File: src/rtl/axi4s_pkg.sv
// Shared types and helpers for the AXI4-Stream round-robin arbiter.
package axi4s_pkg;

  typedef enum logic [0:0] {StIdle, StLocked} arb_state_e;

  localparam int unsigned MaxSlaves = 16;
  localparam int unsigned MaxIdxW   = 4;

  typedef struct packed {
    logic               valid;
    logic [MaxIdxW-1:0] idx;
  } rr_sel_t;

  // Reference round-robin pick: first set bit of req at or after ptr, modulo num.
  function automatic rr_sel_t rr_select(input logic [MaxSlaves-1:0] req,
                                        input logic [MaxIdxW-1:0]   ptr,
                                        input int unsigned          num);
    rr_sel_t     res;
    int unsigned j;
    res = '0;
    for (int unsigned i = 0; i < MaxSlaves; i++) begin
      j = (32'(ptr) + i) % num;
      if (i < num && !res.valid && req[j[MaxIdxW-1:0]]) begin
        res.valid = 1'b1;
        res.idx   = j[MaxIdxW-1:0];
      end
    end
    return res;
  endfunction

endpackage

File: src/rtl/rr_priority_select.sv
// Combinational round-robin select: rotate by ptr, find first one, un-rotate.
module rr_priority_select
  import axi4s_pkg::*;
#(
  parameter int unsigned NumReq = 4,
  localparam int unsigned IdxW  = $clog2(NumReq)
) (
  input  logic [NumReq-1:0] req,
  input  logic [IdxW-1:0]   ptr,
  output logic [NumReq-1:0] onehot,
  output logic [IdxW-1:0]   idx,
  output logic              valid
);

  localparam logic [IdxW:0] NumVal = (IdxW+1)'(NumReq);

  logic [2*NumReq-1:0] req_dbl;
  logic [NumReq-1:0]   req_rot;
  logic [IdxW-1:0]     rot_idx;
  logic                found;
  logic [IdxW:0]       idx_sum;

  assign req_dbl = {req, req} >> ptr;
  assign req_rot = req_dbl[NumReq-1:0];

  always_comb begin
    found   = 1'b0;
    rot_idx = '0;
    for (int unsigned i = 0; i < NumReq; i++) begin
      if (!found && req_rot[i]) begin
        found   = 1'b1;
        rot_idx = IdxW'(i);
      end
    end
  end

  assign idx_sum = {1'b0, rot_idx} + {1'b0, ptr};
  assign idx     = (idx_sum >= NumVal) ? IdxW'(idx_sum - NumVal) : idx_sum[IdxW-1:0];
  assign valid   = found;
  assign onehot  = found ? (NumReq'(1) << idx) : '0;

endmodule

File: src/rtl/axi4s_rr_arbiter.sv
// Packet-level round-robin AXI4-Stream arbiter; grant is held until the tlast handshake.
module axi4s_rr_arbiter
  import axi4s_pkg::*;
#(
  parameter int unsigned NUM_SLAVES  = 4,
  parameter int unsigned TDATA_WIDTH = 8,
  parameter int unsigned TKEEP_WIDTH = TDATA_WIDTH / 8,
  parameter int unsigned TSTRB_WIDTH = TDATA_WIDTH / 8,
  parameter int unsigned TUSER_WIDTH = 1,
  parameter int unsigned TDEST_WIDTH = 1,
  parameter int unsigned TID_WIDTH   = 1
) (
  input  logic                              aclk,
  input  logic                              areset,
  input  logic [NUM_SLAVES-1:0]             s_tvalid,
  output logic [NUM_SLAVES-1:0]             s_tready,
  input  logic [NUM_SLAVES-1:0]             s_tlast,
  input  logic [NUM_SLAVES*TDATA_WIDTH-1:0] s_tdata,
  input  logic [NUM_SLAVES*TKEEP_WIDTH-1:0] s_tkeep,
  input  logic [NUM_SLAVES*TSTRB_WIDTH-1:0] s_tstrb,
  input  logic [NUM_SLAVES*TUSER_WIDTH-1:0] s_tuser,
  input  logic [NUM_SLAVES*TDEST_WIDTH-1:0] s_tdest,
  input  logic [NUM_SLAVES*TID_WIDTH-1:0]   s_tid,
  output logic                              m_tvalid,
  input  logic                              m_tready,
  output logic                              m_tlast,
  output logic [TDATA_WIDTH-1:0]            m_tdata,
  output logic [TKEEP_WIDTH-1:0]            m_tkeep,
  output logic [TSTRB_WIDTH-1:0]            m_tstrb,
  output logic [TUSER_WIDTH-1:0]            m_tuser,
  output logic [TDEST_WIDTH-1:0]            m_tdest,
  output logic [TID_WIDTH-1:0]              m_tid,
  output logic [NUM_SLAVES-1:0]             grant
);

  localparam int unsigned IdxW = $clog2(NUM_SLAVES);

  arb_state_e            state_q, state_d;
  logic [NUM_SLAVES-1:0] grant_q, grant_d;
  logic [IdxW-1:0]       rr_ptr_q, rr_ptr_d;
  logic [NUM_SLAVES-1:0] sel_onehot;
  logic [IdxW-1:0]       sel_idx;
  logic                  sel_valid;
  logic [NUM_SLAVES-1:0] mux_sel;
  logic                  handshake;

  rr_priority_select #(
    .NumReq (NUM_SLAVES)
  ) u_select (
    .req    (s_tvalid),
    .ptr    (rr_ptr_q),
    .onehot (sel_onehot),
    .idx    (sel_idx),
    .valid  (sel_valid)
  );

  // grant_q is all-zero outside StLocked, so valid/ready gate to zero when idle.
  assign m_tvalid  = |(s_tvalid & grant_q);
  assign s_tready  = grant_q & {NUM_SLAVES{m_tready}};
  assign handshake = m_tvalid & m_tready & m_tlast;
  assign grant     = grant_q;

  always_comb begin
    state_d  = state_q;
    grant_d  = grant_q;
    rr_ptr_d = rr_ptr_q;
    unique case (state_q)
      StIdle: begin
        if (sel_valid) begin
          state_d  = StLocked;
          grant_d  = sel_onehot;
          rr_ptr_d = (sel_idx == IdxW'(NUM_SLAVES - 1)) ? '0 : sel_idx + IdxW'(1);
        end
      end
      StLocked: begin
        if (handshake) begin
          state_d = StIdle;
          grant_d = '0;
        end
      end
      default: begin
        state_d = StIdle;
        grant_d = '0;
      end
    endcase
  end

  always_ff @(posedge aclk or posedge areset) begin
    if (areset) begin
      state_q  <= StIdle;
      grant_q  <= '0;
      rr_ptr_q <= '0;
    end else begin
      state_q  <= state_d;
      grant_q  <= grant_d;
      rr_ptr_q <= rr_ptr_d;
    end
  end

  // Idle cycles still drive slave 0's payload so the outputs never float to X.
  assign mux_sel = (state_q == StLocked) ? grant_q : NUM_SLAVES'(1);

  always_comb begin
    m_tlast = 1'b0;
    m_tdata = '0;
    m_tkeep = '0;
    m_tstrb = '0;
    m_tuser = '0;
    m_tdest = '0;
    m_tid   = '0;
    for (int unsigned i = 0; i < NUM_SLAVES; i++) begin
      m_tlast = m_tlast | (s_tlast[i] & mux_sel[i]);
      m_tdata = m_tdata | (s_tdata[i*TDATA_WIDTH +: TDATA_WIDTH] & {TDATA_WIDTH{mux_sel[i]}});
      m_tkeep = m_tkeep | (s_tkeep[i*TKEEP_WIDTH +: TKEEP_WIDTH] & {TKEEP_WIDTH{mux_sel[i]}});
      m_tstrb = m_tstrb | (s_tstrb[i*TSTRB_WIDTH +: TSTRB_WIDTH] & {TSTRB_WIDTH{mux_sel[i]}});
      m_tuser = m_tuser | (s_tuser[i*TUSER_WIDTH +: TUSER_WIDTH] & {TUSER_WIDTH{mux_sel[i]}});
      m_tdest = m_tdest | (s_tdest[i*TDEST_WIDTH +: TDEST_WIDTH] & {TDEST_WIDTH{mux_sel[i]}});
      m_tid   = m_tid   | (s_tid[i*TID_WIDTH +: TID_WIDTH]       & {TID_WIDTH{mux_sel[i]}});
    end
  end

endmodule

File: config.mk
export PLATFORM = sky130hd
export DESIGN_NAME = axi4s_rr_arbiter
export DESIGN_NICKNAME = d
export VERILOG_FILES = /design/src/rtl/axi4s_pkg.sv /design/src/rtl/rr_priority_select.sv /design/src/rtl/axi4s_rr_arbiter.sv
export SDC_FILE = /design/constraint.sdc
export NUM_CORES = 1
export LEC_CHECK = 0
export BUFFER_PORTS_ARGS = -buffer_cell sky130_fd_sc_hd__clkbuf_2
export CORE_MARGIN = 1
export CORE_UTILIZATION = 28
export DETAILED_ROUTE_END_ITERATION = 10
export MAX_ROUTING_LAYER = met4
export PLACE_DENSITY = 0.66
export REMOVE_ABC_BUFFERS = 1
export SLEW_MARGIN = 40
export SYNTH_ARGS = -nofsm -noshare
export SYNTH_HDL_FRONTEND = slang
export SYNTH_SLANG_ARGS = --single-unit
File: constraint.sdc
create_clock -name aclk -period 2 [get_ports aclk]
set_input_delay 0.5 -clock aclk [delete_from_list [all_inputs] [get_ports aclk]]
set_output_delay 0.5 -clock aclk [all_outputs]
set_load 0.005 [all_outputs]
# Yosys cells after proc, flatten, opt, wreduce, memory -nomap -nowiden
# Cells that the tools add are included.
# classes
magnitude_cmp,1
n_bitwise,54
eq_ne,3
addsub,3
n_shift,2
reduce_logical,9
muxes,16
# ops
op,n
$and A8 B8 Y8,4
$and A1 B1 Y1,26
$or A8 B8 Y8,3
$or A1 B1 Y1,18
$mux W4,3
$and A4 B4 Y4,2
$mux W2,4
$pmux W4 S2,1
$shr A8 B2 Y4,1
$mux W1,7
$reduce_and A2 Y1,2
$reduce_or A4 Y1,1
$shl A1 B2 Y4 const A,1
$add A2 B2 Y3,1
$ge A3 B3 Y1 const B,1
$logic_and A1 B1 Y1,3
$logic_not A1 Y1,3
$add A2 B1 Y2 const B,1
$eq A2 B2 Y1 const B,1
$ne A2 B1 Y1 const B,1
$ne A2 B2 Y1 const B,1
$pmux W1 S2,1
$sub A2 B1 Y2 const B,1
$not A1 Y1,1
# totals
word_cells,91
register_bits,7
output_inout_bits,23
input_bits,63

# Longest topological paths before layout
# Gate-level depths: netlist of the first run.
# depth
word_depth,17
ltp_mapped,12
ltp_nobuf,11

# Hierarchy
# A second synthesis of the first run with hierarchy kept.
# unflattened
cells_unflattened,125
hier_area_um2,940.9
# by_module_without_submodules
module,area_per_inst_um2,cells_per_inst,seq_area_each_um2,instances
axi4s_rr_arbiter,663.1,85,175.2,1
rr_priority_select,277.8,40,0.0,1

# Worst setup path before layout of the first run
# No wires, ideal clock.
# synth_timing
path_kind,input port to flip-flop
from,in s_tvalid[0]
to,reg rr_ptr_q[1]
n_path_buf,1
cell_stages,9
t_required_ns,1.883
slack_ns,-0.280
arrival_ns,2.163
setup_time_ns,0.117
cell_sequence,buf_4 > or4_1 > o2111ai_1 > ha_1 > xor2_1 > xor2_1 > ha_1 > nand2_1 > nand2_1
# synth_between
elab_chain_cells,16
word_cells_on_any_way,22
classes_between,add/sub: 3; order compare: 1; eq/ne: 1; shift: 1; mux: 9; reduce/logical: 7
# synth_rtl
element,line_no,text
start: declaration,axi4s_rr_arbiter.sv:15,"input logic [NUM_SLAVES-1:0] s_tvalid,"
$shr A8 B2 Y4 *,rr_priority_select.sv:23,"assign req_dbl = {req, req} >> ptr;"
$mux W1,rr_priority_select.sv:30,if (!found && req_rot[i]) begin
$logic_not A1 Y1,rr_priority_select.sv:30,
$logic_and A1 B1 Y1,rr_priority_select.sv:30,
$mux W1,rr_priority_select.sv:30,
$logic_not A1 Y1,rr_priority_select.sv:30,
$logic_and A1 B1 Y1,rr_priority_select.sv:30,
$mux W1,rr_priority_select.sv:30,
$logic_not A1 Y1,rr_priority_select.sv:30,
$logic_and A1 B1 Y1,rr_priority_select.sv:30,
$mux W2,rr_priority_select.sv:30,
$add A2 B2 Y3,rr_priority_select.sv:37,"assign idx_sum = {1'b0, rot_idx} + {1'b0, ptr};"
$ge A3 B3 Y1 / $sub A2 B1 Y2 (equally long branches),rr_priority_select.sv:38,assign idx = (idx_sum >= NumVal) ? IdxW'(idx_sum - NumVal) : idx_sum[IdxW-1:0];
$mux W2,rr_priority_select.sv:38,
$add A2 B1 Y2 / $eq A2 B2 Y1 (equally long branches),axi4s_rr_arbiter.sv:72,rr_ptr_d = (sel_idx == IdxW'(NUM_SLAVES - 1)) ? '0 : sel_idx + IdxW'(1);
$mux W2,axi4s_rr_arbiter.sv:72,
end signal: assignment,axi4s_rr_arbiter.sv:96,rr_ptr_q <= rr_ptr_d;
end: declaration,axi4s_rr_arbiter.sv:40,"logic [IdxW-1:0] rr_ptr_q, rr_ptr_d;"
# Mark *: on every way between the ends. The rest lies on a longest branch, timed or not.
# A chain may end at the register's enable or synchronous reset.

# Final worst setup path of the first run
# layout_timing
from,reg rr_ptr_q[0]
to,reg rr_ptr_q[1]
# layout_between
elab_chain_cells,16
word_cells_on_any_way,22
classes_between,add/sub: 3; order compare: 1; eq/ne: 1; shift: 1; mux: 9; reduce/logical: 7
# layout_rtl
element,line_no
$shr A8 B2 Y4,rr_priority_select.sv:23
$mux W1,rr_priority_select.sv:30
$logic_not A1 Y1,rr_priority_select.sv:30
$logic_and A1 B1 Y1,rr_priority_select.sv:30
$mux W1,rr_priority_select.sv:30
$logic_not A1 Y1,rr_priority_select.sv:30
$logic_and A1 B1 Y1,rr_priority_select.sv:30
$mux W1,rr_priority_select.sv:30
$logic_not A1 Y1,rr_priority_select.sv:30
$logic_and A1 B1 Y1,rr_priority_select.sv:30
$mux W2,rr_priority_select.sv:30
$add A2 B2 Y3,rr_priority_select.sv:37
$ge A3 B3 Y1 / $sub A2 B1 Y2 (equally long branches),rr_priority_select.sv:38
$mux W2,rr_priority_select.sv:38
$add A2 B1 Y2 / $eq A2 B2 Y1 (equally long branches),axi4s_rr_arbiter.sv:72
$mux W2,axi4s_rr_arbiter.sv:72
# Parallel ways exist; a longest one is shown, timed or not.

==> impl_metrics.tcl, run 1 <==
set metrics [dict create \
    ctsRootBufferMaster "clkbuf_4" \
    layout.cells.non_filler 260 \
    finalCritPeriodShare_pct 107 \
    portBuffers 85 \
    path_common_cell "nand2_1" \
    grt_pass1_vias 1148 \
    drt_iter0_markers 103 \
    cts_tree "done" \
    max_freq_mhz 468 \
    cp_top_family "simple AND/OR/NAND/NOR gates" \
    grtUsageTotal_pct 18.3 \
    grt_max_degree 19 \
    die_h_um 59.9 \
    rows 20 \
    clk_latency_ns 0.25 \
    stdcell_area_um2 1520 \
    routedWlPerCell_um 12.6 \
    rsz0062_at_grt "yes" \
    fp.coreArea_um2 3130 \
    yosysTopAreaCellShare_pct 18.6 \
    synthCells 124 \
    cts.path.max_buffers 2 \
    clock_sinks 7 \
    clk_pin_slew_ns 0.06 \
    io-pin-count 86 \
    avgSynthCellArea_um2 7.58 \
    start_util_pct 30.0 \
    place_hpwl_um 2490 \
    synthTopCellsByArea "dfrtp_1, a222oi_1, nand2_1, o21ai_0, ha_1" \
    seq_area_frac_synth_pct 18.6 \
    num_antenna_cells 0 \
    setup_viol 6 \
    worst_ep_arrival_time_ns 2.28 \
    die_area_um2 3590 \
    syn_to_final_growth_pct 62.1 \
    synth_ff_type "dfrtp_1" \
    drv_slew 0 \
    grt_busiest_layer "met2" \
    start_kind "register" \
    slowest_stage "or4_4" \
    ys_ff_latch 7 \
    cellPowerDensity_nw_per_um2 1110 \
    ys_types 34 \
    placed_area_um2 1440 \
    first_pass_iters 4 \
    final_nets 285 \
    place_congestion 0.834 \
    p_leak_uw 0.000792 \
    grt_remaining_overflow 0 \
    fin_crit_ns 2.14 \
    async_flop_share_pct 100 \
    worstPathMaxFanout 3 \
    synth_area_leader_cell "dfrtp_1" \
    cap_violations 0 \
    ant_nets 0 \
    cp-end-kind "register" \
    viasPerCell 4.94 \
    finClkSkew_ns 0.00158 \
    critical_path_buf_inv_count 0 \
    hp-class "in -> async" \
    r2r.worst_path.cells 8 \
    dp_slack_ns -0.293 \
    worst_pin_slew_ns 0.379 \
    hold_violations 0 \
    synth_edf_count 0 \
    required_ns 2.15 \
    cts-buffers-inserted 3 \
    grt_pass1_wl_um 4930 \
    peakVddDrop_mv 0.444 \
    routed-via-count 1284 \
    synth_area_um2 940 \
    drive_above_1_share_pct 57.4 \
    finalWorstSetupSlack_ns -0.138 \
    failed_checks "negative setup slack" \
    crit_chain "or4_4 -> o2111ai_2 -> ha_2 -> xor2_2 -> xor2_1 -> ha_1 -> nand2_1 -> nand2_1" \
    routed_wl_um 3280 \
    grt_util_met3_pct 1.08 \
    drc 0 \
    ys_warn_count 0 \
    ctsHtreeMaxLevel 1 \
    antenna_found_initial 0 \
    status "finished, violations left" \
    slowest_delay_ns 0.53 \
    die-width_um 59.9 \
    cp_num_cells 8 \
    maxSlewHeadroom_pct 74.7 \
    grtUsageMet1_pct 21.1 \
    path_class "reg -> reg" \
    grt.met2_usage_pct 34.6 \
    dp_cells 254 \
]
metal layers:
metal,wire length [um],vias up
li1,-,650
met1,1410,585
met2,1690,49
met3,184,0
met4,0,0
met5,0,-
cells in the mapped netlist (all sizes together), types with 2 or more instances:
cell type,instances
dfrtp,7
a22oi,3
ha,5
nor2,6
a21oi,2
and2,4
inv,3
a222oi,13
buf,10
o211ai,2
clkbuf,2
nand2,29
xor2,2
or2,2
o21ai,20
what timing repair did:
action,4_1_cts,5_1_grt
setup buffers,0,2
pin swaps,4,2
cloned,0,0
hold buffers,0,0
endpoints found under the setup margin,19,16
gates resized for setup,7,5
cell usage in the layout, fill, tap and decap left out, types with 2 or more instances in the layout:
master	instances
nand2_2	3
or2_1	2
o21ai_1	2
buf_4	14
ha_1	4
o21ai_2	4
inv_1	3
clkbuf_4	3
o211ai_1	2
a22oi_1	3
clkbuf_2	85
nor2_1	5
o21ai_0	14
a222oi_1	13
nand2_1	26
and2_1	4
dfrtp_2	2
dfrtp_1	5
stage by stage:
| stage | hold WS [ns] | utilization [%] | total power, uW | TNS (ns) |
|---|---|---|---|---|
| 2_1_floorplan | 0.303 | - | 902 | -0.342 |
| 3_3_place_gp | 0.430 | 45.9 | 1440 | -1.38 |
| 3_5_place_dp | 0.433 | 45.9 | 1440 | -1.45 |
| 4_1_cts | 0.163 | 47.7 | 1640 | -0.291 |
| 5_1_grt | 0.182 | 48.7 | 1860 | -1.30 |
| 6_report | 0.153 | 48.7 | 1700 | -0.536 |
kinds of logic (layout without fill, tap and decap cells):
family | count (synthesis) | after routing | share of synthesized area [%]
compound gates | 46 | 46 | 37.1
xor+xnor | 3 | 3 | 2.80
flops | 7 | 7 | 18.6
buf+inv | 15 | 107 | 9.85
simple gates | 48 | 48 | 24.9
fa+ha+maj | 5 | 5 | 6.66
worst register-to-register path, delay by kind of cell (launching register included):
kind            cells  cell delay (ns)
simple gates        3             0.63
fa+ha+maj           2             0.49
flops               1             0.42
xor+xnor            2             0.41
compound gates      1             0.08
registers in the layout (all words and copies together) (netlist names):
signal and count:
state_q 1, rr_ptr_q 2, grant 4
area by class of cell:
| cell class | count | area (um2) |
|---|---|---|
| inverter | 3 | 11.3 |
| tap | 44 | 55.1 |
| sequential | 7 | 178 |
| fill | 315 | 1610 |
| multi-input combinational | 102 | 711 |
| clock buffer | 4 | 26.3 |
| timing repair buffer | 100 | 542 |
power by group:
part	switching, uW	internal (uW)
Sequential	115	190
Clock	57.7	76.5
Combinational	604	653
Total	777	919
path summary, 6_finish.rpt:
path,from,end,slack (ns)
max,rr_ptr_q[0]$_DFFE_PP0P_,rr_ptr_q[1]$_DFFE_PP0P_,-0.14
min,areset,grant[0]$_DFFE_PP0P_,0.15
max reg2reg,rr_ptr_q[0]$_DFFE_PP0P_,rr_ptr_q[1]$_DFFE_PP0P_,-0.14
min reg2reg,grant[0]$_DFFE_PP0P_,grant[0]$_DFFE_PP0P_,0.62
max in group asynchronous,areset,grant[2]$_DFFE_PP0P_,1.61
min in group aclk,grant[0]$_DFFE_PP0P_,grant[0]$_DFFE_PP0P_,0.62
No activity file was read; power rests on OpenSTA's default activity.
==> run 2, diff against run 1 <==
Settings changed: CAP_MARGIN set to 20, CORE_ASPECT_RATIO set to 0.5, CORE_UTILIZATION 28 to 33, PLACE_DENSITY 0.66 to 0.76.
==> impl_metrics.tcl, run 2 (same netlist as run 1, synthesis figures left out) <==
set metrics [dict create \
    status "finished, violations left" \
    failed_checks "negative setup slack" \
    fin_crit_ns 2.09 \
    die_area_um2 3080 \
    drv_slew 0 \
    place_congestion 0.817 \
    path_common_cell "ha_2" \
    slowest_delay_ns 0.52 \
    worst_pin_slew_ns 0.631 \
    finClkSkew_ns 0.000467 \
    die_h_um 39.7 \
    first_pass_iters 4 \
    p_leak_uw 0.000798 \
    peakVddDrop_mv 0.365 \
    start_util_pct 35.4 \
    drive_above_1_share_pct 56.9 \
    final_cell_mix "clkbuf_2, nand2_1, o21ai_0" \
    clock_sinks 7 \
    grt_util_met3_pct 4.19 \
    antenna_found_initial 0 \
    timing.hold.ws_ns 0.174 \
    crit_chain "or4_4 -> o2111ai_2 -> ha_2 -> xor2_2 -> xor2_1 -> buf_4 -> ha_2 -> nand2_1 -> o21ai_2" \
    rsz0062_at_grt "yes" \
    drt_iter0_markers 65 \
    grt_pass1_wl_um 4600 \
    startpoint "rr_ptr_q[0]$_DFFE_PP0P_" \
    hold_violations 0 \
    layout_commonest_cell "clkbuf_2" \
    ctsHtreeMaxLevel 1 \
    portBuffers 85 \
    required_ns 2.16 \
    routedWlPerCell_um 12.5 \
    largest_register_ffs 4 \
    max_freq_mhz 479 \
    num_antenna_cells 0 \
    worstPathMaxFanout 2 \
    viasPerCell 5.11 \
    clk_latency_ns 0.23 \
    grtUsageMet1_pct 19.9 \
    cts_tree "done" \
    ant_nets 0 \
    dp_cells 247 \
    finalWorstSetupSlack_ns -0.0875 \
    place_hpwl_um 2390 \
    syn_to_final_growth_pct 62.4 \
    worst_ep_arrival_time_ns 2.25 \
    cts.path.max_buffers 2 \
    grt.met2_usage_pct 41.6 \
    r2r.worst_path.cells 9 \
    setup_viol 6 \
    cp-end-kind "register" \
    grt_remaining_overflow 0 \
    clk_pin_slew_ns 0.04 \
    routed_wl_um 3170 \
    final_nets 285 \
    die-width_um 77.5 \
    grtUsageTotal_pct 19.6 \
    maxSlewHeadroom_pct 57.9 \
    layout.cells.non_filler 253 \
    cts-buffers-inserted 3 \
    ctsRootBufferMaster "clkbuf_8" \
    start_kind "register" \
    grt_busiest_layer "met2" \
    cap_violations 0 \
    path_class "reg -> reg" \
    finalCritPeriodShare_pct 104 \
    io-pin-count 86 \
    fp.coreArea_um2 2650 \
    grt_pass1_vias 1075 \
    r2r-start "rr_ptr_q[0]$_DFFE_PP0P_" \
    rows 13 \
    cellPowerDensity_nw_per_um2 1140 \
    power.total_uw 1740 \
    hp-class "in -> async" \
    routed-via-count 1292 \
    grt_max_degree 19 \
    slowest_stage "or4_4" \
    drc 0 \
]
-- run 2: final cells by class --
cell class	instances	area [um2]
flip-flops and latches	7	176
fillers	243	1120
multi-input cells	102	706
clock buffers	4	45.0
repair buffers	100	542
inverters	3	11.3
well taps	37	46.3
-- run 2: path summary, 6_finish.rpt --
path	to	slack, ns
max	grant[2]$_DFFE_PP0P_	-0.09
min	state_q$_DFF_PP0_	0.17
max reg2reg	grant[2]$_DFFE_PP0P_	-0.09
min reg2reg	grant[0]$_DFFE_PP0P_	0.60
max in group asynchronous	grant[1]$_DFFE_PP0P_	1.60
min in group aclk	grant[0]$_DFFE_PP0P_	0.60
-- run 2: per-layer routing --
| layer | vias to the layer above | share of wire, % |
|---|---|---|
| met5 | - | 0 |
| met4 | 0 | 0.38 |
| met3 | 2 | 7.7 |
| met2 | 55 | 51 |
| met1 | 582 | 41 |
| li1 | 653 | - |
-- run 2: worst max-delay path: cells and delay by family, from the launching register on --
| kind | cells | cell delay [ns] |
|---|---|---|
| AOI/OAI and AO/OA | 2 | 0.14 |
| DFF | 1 | 0.40 |
| buffers and inverters | 1 | 0.14 |
| xor gates and xnor gates | 2 | 0.39 |
| and+or+nand+nor | 2 | 0.58 |
| adders and majority gates | 2 | 0.37 |
-- run 2: per-stage QoR --
stage | area, um2 | setup TNS [ns] | worst slack [ns] | util [%]
finish | 1530 | -0.437 | -0.0875 | 57.6
global route | 1530 | -2.14 | -0.180 | 57.6
CTS | 1490 | -0.565 | -0.118 | 56.3
detailed placement | 1430 | -1.71 | -0.326 | 53.8
global placement | 1430 | -1.24 | -0.250 | 53.8
floorplan | 858 | -0.342 | -0.138 | -
-- run 2: what timing repair did --
item,in CTS,in global routing
endpoints found under the setup margin,7,19
setup buffers,0,2
hold buffers,0,0
resized for setup,4,5
pin swaps,0,4
-- run 2: where the power goes --
group,leakage [uW],internal [uW],switching [uW]
registers,0.0000859,190,132
logic,0.000690,651,570
clock network,0.0000228,138,59.3
==> run 3, diff against run 2 <==
Settings changed: REMOVE_ABC_BUFFERS 1 to unset.
==> impl_metrics.tcl, run 3 (same netlist as run 1, synthesis figures left out) <==
set metrics [dict create \
    status "finished, violations left" \
    failed_checks "negative setup slack" \
    place_congestion 0.825 \
    p_switching_uw 773 \
    power.total_uw 1710 \
    routed-via-count 1293 \
    multi_input_area_um2 722 \
    placed_area_um2 1420 \
    final_cell_mix "clkbuf_2, nand2_1, o21ai_0" \
    setup_viol 5 \
    drc 0 \
    die-width_um 77.5 \
    internal_power_uw 942 \
    layout_commonest_cell "clkbuf_2" \
    rows 13 \
    worst_ep_arrival_time_ns 2.15 \
    cts.path.max_buffers 2 \
    clk_latency_ns 0.23 \
    p_leak_uw 0.000775 \
    clk_pin_slew_ns 0.04 \
    ctsRootBufferMaster "clkbuf_8" \
    path_class "reg -> reg" \
    start_kind "register" \
    num_antenna_cells 0 \
    viasPerCell 5.19 \
    ff_latch_area_um2 179 \
    routed_wl_um 3180 \
    antenna_found_initial 0 \
    routedWlPerCell_um 12.8 \
    hold_violations 0 \
    combPwrFrac_pct 68.4 \
    finalWorstSetupSlack_ns -0.0396 \
    swShare_pct 45.1 \
    reg2reg_slack_ns -0.04 \
    clock_sinks 7 \
    stdcell_area_um2 1510 \
    grt_pass1_vias 1035 \
    drive_above_1_share_pct 58.5 \
    maxSlewHeadroom_pct 73.4 \
    cts_tree "done" \
    rsz0062_at_grt "yes" \
    cp-end-kind "register" \
    grt_remaining_overflow 0 \
    cellPowerDensity_nw_per_um2 1130 \
    startpoint "rr_ptr_q[0]$_DFFE_PP0P_" \
    fillers 230 \
    place_hpwl_um 2410 \
    drt_iter0_markers 84 \
    grt_pass1_wl_um 4350 \
    portBuffers 85 \
    slowest_stage "or4_4" \
    finalCritPeriodShare_pct 102 \
    fin_crit_ns 2.04 \
    required_ns 2.12 \
    fp.coreArea_um2 2650 \
    finClkSkew_ns 0.00103 \
    grtUsageTotal_pct 18.6 \
    timing.hold.ws_ns 0.190 \
    crit_chain "or4_4 -> o2111ai_2 -> ha_2 -> xor2_2 -> xor2_2 -> ha_1 -> nand2_1 -> nand2_1" \
    worstPathMaxFanout 4 \
    r2r-start "rr_ptr_q[0]$_DFFE_PP0P_" \
    die_h_um 39.7 \
    r2r.worst_path.cells 8 \
    ctsHtreeMaxLevel 1 \
    cap_violations 0 \
    syn_nets 192 \
    hp-class "in -> async" \
    ant_nets 0 \
    start_util_pct 35.4 \
    final_nets 281 \
    grt_max_degree 19 \
    io-pin-count 86 \
    worst_pin_slew_ns 0.398 \
    largest_register_ffs 4 \
    syn_to_final_growth_pct 61.0 \
    first_pass_iters 4 \
    drv_slew 0 \
    pwr-share-seq_pct 20.0 \
    crit_end "rr_ptr_q[1]$_DFFE_PP0P_" \
    slowest_delay_ns 0.49 \
    die_area_um2 3080 \
    max_freq_mhz 490 \
    cts-buffers-inserted 3 \
    peakVddDrop_mv 0.442 \
    pwr-share-clk_pct 11.7 \
    reg2reg_to "rr_ptr_q[1]$_DFFE_PP0P_" \
]
==> run 3: power groups by stage <==
stage	sequential (uW)	clock (uW)	combinational (uW)
floorplan	220	0	798
global placement	330	0	1060
detailed placement	331	0	1080
CTS	335	203	1100
global route	355	218	1310
finish	342	200	1170
==> run 3: critical path: cells and delay by family, from the launching register on <==
family,cells,cell delay (ns)
simple gates,3,0.59
xor+xnor,2,0.38
fa+ha+maj,2,0.47
compound gates,1,0.08
flops,1,0.41
==> run 3: how the worst min path moves through the flow <==
stage                      start              endpoint
after detailed placement  areset  grant[3]$_DFFE_PP0P_
final                     areset  grant[0]$_DFFE_PP0P_
after global routing      areset  grant[0]$_DFFE_PP0P_
after CTS                 areset  grant[0]$_DFFE_PP0P_
after floorplan           areset  grant[0]$_DFFE_PP0P_
after global placement    areset  grant[2]$_DFFE_PP0P_
==> run 3: repair_timing <==
item                       in CTS  in global routing
gates resized for setup         4                 10
cloned                          0                  1
pin swaps                       4                  6
hold buffers                    0                  0
buffers inserted                0                  0
setup endpoints to repair       6                 21
==> run 3: through the flow <==
stage / TNS [ns] / cells / setup slack, ns / util (%)
3_5_place_dp: -1.45 / 244 / -0.293 / 53.4
6_report: -0.139 / 249 / -0.0396 / 57.1
3_3_place_gp: -1.21 / 244 / -0.248 / 53.4
5_1_grt: -1.09 / 249 / -0.138 / 57.1
4_1_cts: -0.111 / 248 / -0.0570 / 55.6
2_1_floorplan: -0.620 / 124 / -0.190 / -
==> run 3: metal layers <==
metal  part of all wire [%]  GRT usage [%]
met5                      0              -
met1                     43           21.0
met2                     51           35.2
met4                   0.60           2.83
met3                    5.4           4.88
==> run 3: layout make-up <==
cell class / instances / area share (%)
Sequential cell: 7 / 11.8
Inverter: 3 / 0.744
Clock buffer: 4 / 2.98
Multi-Input combinational cell: 102 / 47.7
Tap cell: 37 / 3.06
Timing Repair Buffer: 96 / 33.7
